File: src/rtl/instruction_fetch_pkg.sv
// Shared constants for the fetch stage: opcode field values, the NOP word and FSM states.
package instruction_fetch_pkg;

   localparam logic [5:0] OP_RTYPE = 6'h00;
   localparam logic [5:0] OP_J     = 6'h02;
   localparam logic [5:0] OP_BEQ   = 6'h04;
   localparam logic [5:0] OP_ADDI  = 6'h08;
   localparam logic [5:0] OP_SUBI  = 6'h09;
   localparam logic [5:0] OP_ANDI  = 6'h0C;
   localparam logic [5:0] OP_ORI   = 6'h0D;
   localparam logic [5:0] OP_LW    = 6'h23;
   localparam logic [5:0] OP_SW    = 6'h2B;

   // RTYPE sll $0,$0,0
   localparam logic [31:0] NOP_INSTR = 32'h0000_0000;

   typedef enum logic {
      FETCH_REQ = 1'b0,
      SKID      = 1'b1
   } fetch_state_e;

endpackage

File: src/rtl/instruction_fetch_if_id_reg.sv
// IF/ID pipeline register: flush beats load, otherwise holds. pc4 survives a flush.
module instruction_fetch_if_id_reg #(
   parameter logic [31:0] NOP_INSTR = 32'h0000_0000
) (
   input  logic        clk,
   input  logic        rst,
   input  logic        load,
   input  logic        flush,
   input  logic [31:0] instr_in,
   input  logic [31:0] pc4_in,
   output logic        valid,
   output logic [31:0] instr,
   output logic [5:0]  opcode,
   output logic [31:0] pc4
);

   always_ff @(posedge clk or posedge rst) begin
      if (rst) begin
         valid <= 1'b0;
         instr <= NOP_INSTR;
         pc4   <= 32'h0000_0000;
      end else if (flush) begin
         valid <= 1'b0;
         instr <= NOP_INSTR;
      end else if (load) begin
         valid <= 1'b1;
         instr <= instr_in;
         pc4   <= pc4_in;
      end
   end

   assign opcode = instr[31:26];

endmodule

File: src/rtl/instruction_fetch.sv
// IF stage: PC, req/ack fetch FSM with a one-word skid buffer, beq/j redirect with kill.
// Define IF_PERF_CNT_EN to add the perf_fetch_cnt / perf_bubble_cnt outputs.
module instruction_fetch #(
   parameter logic [31:0] RESET_PC  = 32'h0000_0000,
   parameter logic [31:0] NOP_INSTR = instruction_fetch_pkg::NOP_INSTR
) (
   input  logic        clk,
   input  logic        rst,
   input  logic        stall,
   input  logic        branch_taken,
   input  logic [31:0] branch_target,
   input  logic        j,
   input  logic [25:0] j_index,
   output logic        imem_req,
   output logic [31:0] imem_addr,
   input  logic        imem_ack,
   input  logic [31:0] imem_rdata,
   output logic        if_id_valid,
   output logic [31:0] if_id_instr,
   output logic [5:0]  if_id_opcode,
   output logic [31:0] if_id_pc4
`ifdef IF_PERF_CNT_EN
   ,
   output logic [31:0] perf_fetch_cnt,
   output logic [31:0] perf_bubble_cnt
`endif
);

   import instruction_fetch_pkg::*;

   fetch_state_e state_q, state_d;
   logic [31:0]  pc_q, pc_d, pc_plus4;
   logic [31:0]  hold_addr_q, hold_addr_d;
   logic         req_q, req_d;
   logic         kill_q, kill_d;
   logic         skid_valid_q, skid_valid_d;
   logic [31:0]  skid_instr_q, skid_instr_d;
   logic [31:0]  skid_pc4_q, skid_pc4_d;

   logic         redirect;
   logic [31:0]  target;
   logic         ack_v, ack_live;
   logic         ifid_load, ifid_flush;
   logic [31:0]  ifid_instr_in, ifid_pc4_in;

   assign redirect = branch_taken | j;
   assign target   = branch_taken ? (branch_target & 32'hFFFF_FFFC)
                                  : {if_id_pc4[31:28], j_index, 2'b00};
   assign pc_plus4 = pc_q + 32'd4;
   assign ack_v    = req_q & imem_ack;
   assign ack_live = ack_v & ~kill_q;

   assign imem_req  = req_q;
   // A killed request keeps its original address until its ack retires it.
   assign imem_addr = kill_q ? hold_addr_q : pc_q;

   always_comb begin
      state_d       = state_q;
      pc_d          = pc_q;
      req_d         = req_q;
      kill_d        = kill_q;
      hold_addr_d   = hold_addr_q;
      skid_valid_d  = skid_valid_q;
      skid_instr_d  = skid_instr_q;
      skid_pc4_d    = skid_pc4_q;
      ifid_load     = 1'b0;
      ifid_flush    = 1'b0;
      ifid_instr_in = imem_rdata;
      ifid_pc4_in   = pc_plus4;

      unique case (state_q)
         FETCH_REQ: begin
            req_d = 1'b1;
            if (ack_v) kill_d = 1'b0;
            if (ack_live && !redirect) begin
               pc_d = pc_plus4;
               if (stall) begin
                  state_d      = SKID;
                  req_d        = 1'b0;
                  skid_valid_d = 1'b1;
                  skid_instr_d = imem_rdata;
                  skid_pc4_d   = pc_plus4;
               end else begin
                  ifid_load = 1'b1;
               end
            end
         end
         SKID: begin
            if (!stall && skid_valid_q) begin
               ifid_load     = 1'b1;
               ifid_instr_in = skid_instr_q;
               ifid_pc4_in   = skid_pc4_q;
               skid_valid_d  = 1'b0;
               state_d       = FETCH_REQ;
               req_d         = 1'b1;
            end
         end
      endcase

      // Decode consumed the slot and nothing new arrived: insert a bubble.
      if (!ifid_load && !stall) ifid_flush = 1'b1;

      if (redirect) begin
         pc_d         = target;
         ifid_load    = 1'b0;
         ifid_flush   = 1'b1;
         skid_valid_d = 1'b0;
         state_d      = FETCH_REQ;
         req_d        = 1'b1;
         if (req_q && !imem_ack) begin
            kill_d = 1'b1;
            if (!kill_q) hold_addr_d = pc_q;
         end
      end
   end

   always_ff @(posedge clk or posedge rst) begin
      if (rst) begin
         state_q      <= FETCH_REQ;
         pc_q         <= RESET_PC;
         req_q        <= 1'b0;
         kill_q       <= 1'b0;
         hold_addr_q  <= RESET_PC;
         skid_valid_q <= 1'b0;
         skid_instr_q <= NOP_INSTR;
         skid_pc4_q   <= 32'h0000_0000;
      end else begin
         state_q      <= state_d;
         pc_q         <= pc_d;
         req_q        <= req_d;
         kill_q       <= kill_d;
         hold_addr_q  <= hold_addr_d;
         skid_valid_q <= skid_valid_d;
         skid_instr_q <= skid_instr_d;
         skid_pc4_q   <= skid_pc4_d;
      end
   end

   instruction_fetch_if_id_reg #(
      .NOP_INSTR(NOP_INSTR)
   ) u_if_id_reg (
      .clk      (clk),
      .rst      (rst),
      .load     (ifid_load),
      .flush    (ifid_flush),
      .instr_in (ifid_instr_in),
      .pc4_in   (ifid_pc4_in),
      .valid    (if_id_valid),
      .instr    (if_id_instr),
      .opcode   (if_id_opcode),
      .pc4      (if_id_pc4)
   );

`ifdef IF_PERF_CNT_EN
   always_ff @(posedge clk or posedge rst) begin
      if (rst) begin
         perf_fetch_cnt  <= 32'h0000_0000;
         perf_bubble_cnt <= 32'h0000_0000;
      end else begin
         if (ack_live) perf_fetch_cnt <= perf_fetch_cnt + 32'd1;
         if (!if_id_valid) perf_bubble_cnt <= perf_bubble_cnt + 32'd1;
      end
   end
`endif

endmodule

File: config.mk
export PLATFORM = sky130hd
export DESIGN_NAME = instruction_fetch
export DESIGN_NICKNAME = d
export VERILOG_FILES = /design/src/rtl/instruction_fetch_pkg.sv /design/src/rtl/instruction_fetch_if_id_reg.sv /design/src/rtl/instruction_fetch.sv
export SDC_FILE = /design/constraint.sdc
export NUM_CORES = 1
export LEC_CHECK = 0
export ABC_AREA = 1
export BUFFER_PORTS_ARGS = -buffer_cell sky130_fd_sc_hd__buf_2
export CORE_MARGIN = 3
export CORE_UTILIZATION = 38
export CTS_BUF_LIST = sky130_fd_sc_hd__clkbuf_4 sky130_fd_sc_hd__clkbuf_8
export CTS_CLUSTER_DIAMETER = 100
export DETAILED_ROUTE_END_ITERATION = 12
export HOLD_SLACK_MARGIN = 0.02
export SETUP_SLACK_MARGIN = 0.2
export SLEW_MARGIN = 15
export SYNTH_ARGS = -nofsm -noshare
export SYNTH_HDL_FRONTEND = slang
export SYNTH_SLANG_ARGS = --single-unit
export TNS_END_PERCENT = 5
File: constraint.sdc
create_clock -name clk -period 5.75 [get_ports clk]
set_input_delay 0.575 -clock clk [delete_from_list [all_inputs] [get_ports clk]]
set_output_delay 0.575 -clock clk [all_outputs]
set_load 0.03 [all_outputs]
* After elaboration in Yosys (flattened, before gate mapping)
Cells that the tools add are included.
** Word-level totals
- Input port bits :: 96
- Output and inout port bits :: 104
- Register bits :: 197
** Cells by class
- Equal/unequal tests :: 4
- Reduce and logical (&&, ||, !) cells :: 15
- Mux-type cells :: 38
- Bitwise operators :: 6
- Add/sub/neg operators :: 1
** Operator list (number)
- 2-to-1 mux 32 bit :: 11
- adder 32 x 3 -> 32 bit (second input constant) :: 1
- 2-to-1 mux 1 bit :: 23
- case mux 1 bit (2 select lines) :: 4
- inequality test 3 bit (second input constant) :: 2
- AND reduction 2 bit :: 3
- AND reduction 3 bit :: 2
- logical AND 1 bit :: 4
- zero test 1 bit :: 4
- nonzero test 2 bit :: 2
- inequality test 3 x 1 -> 1 bit (second input constant) :: 1
- inverter 1 bit :: 3
- bitwise AND 1 bit :: 2
- inequality test 2 x 1 -> 1 bit (second input constant) :: 1
- OR 1 bit :: 1

* Depth between registers and ports, before layout
- Depth in word-level cells :: 11
- Depth in mapped cells :: 10
- Depth with buffers taken out :: 10

* By module
A second synthesis with hierarchy kept.
** Second synthesis, totals
- Cell total of the unflattened synthesis :: 1274
- Area total of the unflattened synthesis :: 9646.8 µm²
** Modules (own cells, without submodules)
- instruction_fetch :: times used 1, area each 7053.0 µm², cells each 985
- instruction_fetch_if_id_reg :: times used 1, area each 2593.7 µm², cells each 289

* Least setup slack after synthesis
Ideal clock, no wire load.
- Kind :: reg2out
- From :: reg kill_q
- To :: out imem_addr[26]
- Slack :: 3.736 ns
- Cell stages (with the launch flop) :: 4
- Data arrival time :: 1.439 ns
- Required time :: 5.175 ns
- Cell sequence :: dfrtp_1 clkbuf_1 buf_2 o21ai_0
** Between the ends
- Cells in the longest elaborated chain, start to end :: 1
** RTL lines
- start, declared :: line instruction_fetch.sv:35 : logic kill_q, kill_d;
- start signal, assigned :: line instruction_fetch.sv:131 : kill_q <= kill_d;
- 2-to-1 mux 32 bit
- end, declared :: line instruction_fetch.sv:15 : output logic [31:0] imem_addr,
No other way between the ends.

* Worst setup path in the final report
- From :: in branch_taken
- To :: reg u_if_id_reg.instr[17]
** Between the ends
- Cells in the longest elaborated chain, start to end :: 10
- Elaborated cells on any way between the ends :: 12
** RTL lines
- start, declared :: line instruction_fetch.sv:10 : input logic branch_taken,
- OR 1 bit (*) :: line instruction_fetch.sv:46 : assign redirect = branch_taken | j;
- zero test 1 bit :: line instruction_fetch.sv:75 : if (ack_live && !redirect) begin
- logical AND 1 bit :: line instruction_fetch.sv:75
- 2-to-1 mux 1 bit :: line instruction_fetch.sv:75
- case mux 1 bit (2 select lines) :: line instruction_fetch.sv:71 : unique case (state_q)
- zero test 1 bit :: line instruction_fetch.sv:101 : if (!ifid_load && !stall) ifid_flush = 1'b1;
- logical AND 1 bit :: line instruction_fetch.sv:101
- 2-to-1 mux 1 bit :: line instruction_fetch.sv:101
- 2-to-1 mux 1 bit :: line instruction_fetch.sv:103 : if (redirect) begin
- 2-to-1 mux 32 bit / nonzero test 2 bit (equally long branches)
- end signal, assigned :: line instruction_fetch_if_id_reg.sv:27 : instr <= instr_in;
- end, declared :: line instruction_fetch_if_id_reg.sv:12 : output logic [31:0] instr,
Every way passes the cells marked *; elsewhere a longest branch is shown, timed or not.
A chain may end at the register's enable or synchronous reset.

==> impl_metrics.json <==
{
  "skew_ns": 0.0204,
  "start_kind": "input port",
  "p_per_area_nw_per_um2": 337,
  "grt_max_degree": 143,
  "start_util_pct": 38.8,
  "ys_async_sr_fraction_pct": 100,
  "nNetsFinal": 1418,
  "finalCritPeriodShare_pct": 52.4,
  "clockBufferDepth": 2,
  "worst-path-max-fanout": 64,
  "vias": 8045,
  "vias_per_cell": 4.85,
  "synth-edff-count": 0,
  "reg2reg_from": "kill_q$_DFF_PP0_",
  "cts_tree": "built",
  "yosys.cell_types.count": 35,
  "diodes": 0,
  "synthCells": 1173,
  "cts_sinks": 191,
  "crit_type": "input port to flip-flop",
  "synthFlopType": "dfrtp_1",
  "grt_pass1_vias": 7338,
  "p_leak_nw": 5.71,
  "rr_endpoint": "u_if_id_reg.instr[17]$_DFFE_PP0P_",
  "die_y_um": 164,
  "ctsHoldBuffers": 0,
  "drv_slew": 0,
  "post-route-drc-count": 0,
  "cts-buffers-inserted": 17,
  "post_cts_buffers": 0,
  "rr_worst_depth": 6,
  "die_area_sq_um": 26900,
  "dp_slack_ns": 2.19,
  "ant_nets": 0,
  "cp.required_ns": 6.14,
  "mostFrequentLayoutCells": "nand2_1, buf_2, dfrtp_1",
  "drt_first_iter_violations": 609,
  "max_freq_mhz": 332,
  "relSlewSlack_pct": 19.1,
  "ctsResizeCount": 0,
  "crit_start": "branch_taken",
  "mostFrequentLayoutCell": "nand2_1",
  "antenna_found_initial": 0,
  "r2r_slack_ns": 3.11,
  "endpoint_kind": "flip-flop",
  "fin_crit_ns": 3.02,
  "cts.reportedPaths.clkPinSlew_ns": 0.12,
  "coreArea_sq_um": 24500,
  "syn_avg_cell_area_sq_um": 8.10,
  "syn2layout_area_growth_pct": 16.3,
  "syn_area_sq_um": 9500,
  "dr.pass1.iters": 5,
  "grt_overflow": 0,
  "ys_seq_elements": 191,
  "fp-row-count": 57,
  "hp-class": "input port to asynchronous set/reset pin",
  "crit_arrival_ns": 3.41,
  "final.setup.tns_ns": 0,
  "ys_seq_area_share_pct": 50.3,
  "finalPower_mw": 3.73,
  "die_w_um": 164,
  "drive_gt1_share_pct": 21.7,
  "ir_drop_mv": 0.166,
  "worst_pin_slew_ns": 1.21,
  "clockRootBuffer": "clkbuf_8",
  "insertion_delay_ns": 0.49,
  "fin_ws_ns": 2.73,
  "run_status": "finished clean",
  "htree_levels": 4,
  "cp-endpoint": "u_if_id_reg.instr[17]$_DFFE_PP0P_",
  "wl_per_cell_um": 15.5,
  "hold_viol": 0,
  "grt_setup_unrepaired": "false",
  "ios": 200,
  "place_congestion": 0.835,
  "hpwlAfterDp_mm": 17.3,
  "finalSetupViolations": 0,
  "cap_violations": 0,
  "port_buffers": 195,
  "routed_wirelength_mm": 25.7,
  "ys_warn_count": 0,
  "track_usage_pct": 19.2,
  "grt_pass1_wl_mm": 40.2
}
==> synth_stat cells (20+ instances only) <==
| master | number | area share, % |
|---|---|---|
| clkbuf_1 | 34 | 1.3 |
| a22o_1 | 20 | 1.8 |
| nand2_1 | 322 | 13 |
| nor2_1 | 76 | 3.0 |
| o21ai_0 | 160 | 8.4 |
| a21oi_1 | 46 | 2.4 |
| nand3_1 | 52 | 2.7 |
| o21ai_1 | 37 | 1.9 |
| mux2_2 | 22 | 2.6 |
| dfrtp_1 | 191 | 50 |
| inv_1 | 102 | 4.0 |
| buf_2 | 26 | 1.4 |
==> per-layer routing <==
metal	GRT usage (%)	vias up	routed length (um)
li1	-	4081	-
met1	26.6	3741	11500
met2	30.4	204	12100
met3	4.34	19	1730
met4	4.96	0	350
met5	0	-	0
==> flip-flops by register name (all words and copies together) (netlist names), 30 cells and up <==
| name | count |
|---|---|
| skid_instr_q | 32 |
| hold_addr_q | 32 |
| skid_pc4_q | 30 |
| u_if_id_reg.instr | 32 |
| u_if_id_reg.pc4 | 30 |
| pc_q | 30 |
==> logic make-up (layout without fill, tap and decap cells) <==
| group | count (synthesis) | in the layout | share of synthesized area, % |
|---|---|---|---|
| adder cells (fa/ha/maj) | 1 | 1 | 0.132 |
| AND/OR/NAND/NOR | 473 | 473 | 20.5 |
| AO/OA/AOI/OAI | 287 | 287 | 16.5 |
| buffers and inverters | 184 | 344 | 8.30 |
| other | 1 | 2 | 0.0395 |
| multiplexers | 22 | 22 | 2.61 |
| XOR/XNOR | 14 | 14 | 1.61 |
| flip-flops | 191 | 191 | 50.3 |
==> how the worst min path moves through the flow <==
stage / startpoint / end / slack (ns) / cells after the start
floorplan: skid_pc4_q[10]$_DFFE_PP0P_ / skid_pc4_q[10]$_DFFE_PP0P_ / 0.44 / 2
global placement: skid_pc4_q[10]$_DFFE_PP0P_ / skid_pc4_q[10]$_DFFE_PP0P_ / 0.46 / 2
detailed placement: u_if_id_reg.pc4[26]$_DFFE_PP0P_ / u_if_id_reg.pc4[26]$_DFFE_PP0P_ / 0.46 / 2
CTS: rst / u_if_id_reg.pc4[17]$_DFFE_PP0P_ / 0.30 / 3
global route: imem_rdata[11] / skid_instr_q[11]$_DFFE_PP0P_ / 0.30 / 3
finish: rst / u_if_id_reg.pc4[17]$_DFFE_PP0P_ / 0.29 / 3
==> worst max-delay path: stages <==
cell and delay [ns]:
buf_2 0.36, nor2_8 0.87, nand2_2 0.81, buf_4 0.53
o21ai_0 0.22
==> power by group <==
group / internal [mW] / total (mW) / leakage (nW) / switching (mW)
Sequential: 1.63 / 1.78 / 2.42 / 0.157
Combinational: 0.322 / 1.00 / 3.08 / 0.677
Clock: 0.347 / 0.942 / 0.218 / 0.595
Total: 2.30 / 3.73 / 5.71 / 1.43
==> stage by stage <==
| step | cells | util [%] | hold slack (ns) | area [sq um] |
|---|---|---|---|---|
| finish | 1658 | 45.2 | 0.287 | 11000 |
| global route | 1658 | 45.2 | 0.298 | 11000 |
| CTS | 1658 | 45.2 | 0.299 | 11000 |
| detailed placement | 1626 | 43.3 | 0.461 | 10600 |
| global placement | 1626 | 43.3 | 0.457 | 10600 |
| floorplan | 1174 | - | 0.444 | 9510 |
==> final cells by class <==
class	count	area, sq um
inverter	107	407
timing repair buffer	205	1060
tap	324	405
clock buffer	17	234
clock inverter	15	214
fill	2459	13400
multi-input combinational	799	3950
sequential	191	4780
Note: power is estimated with default switching activity, not from simulation.
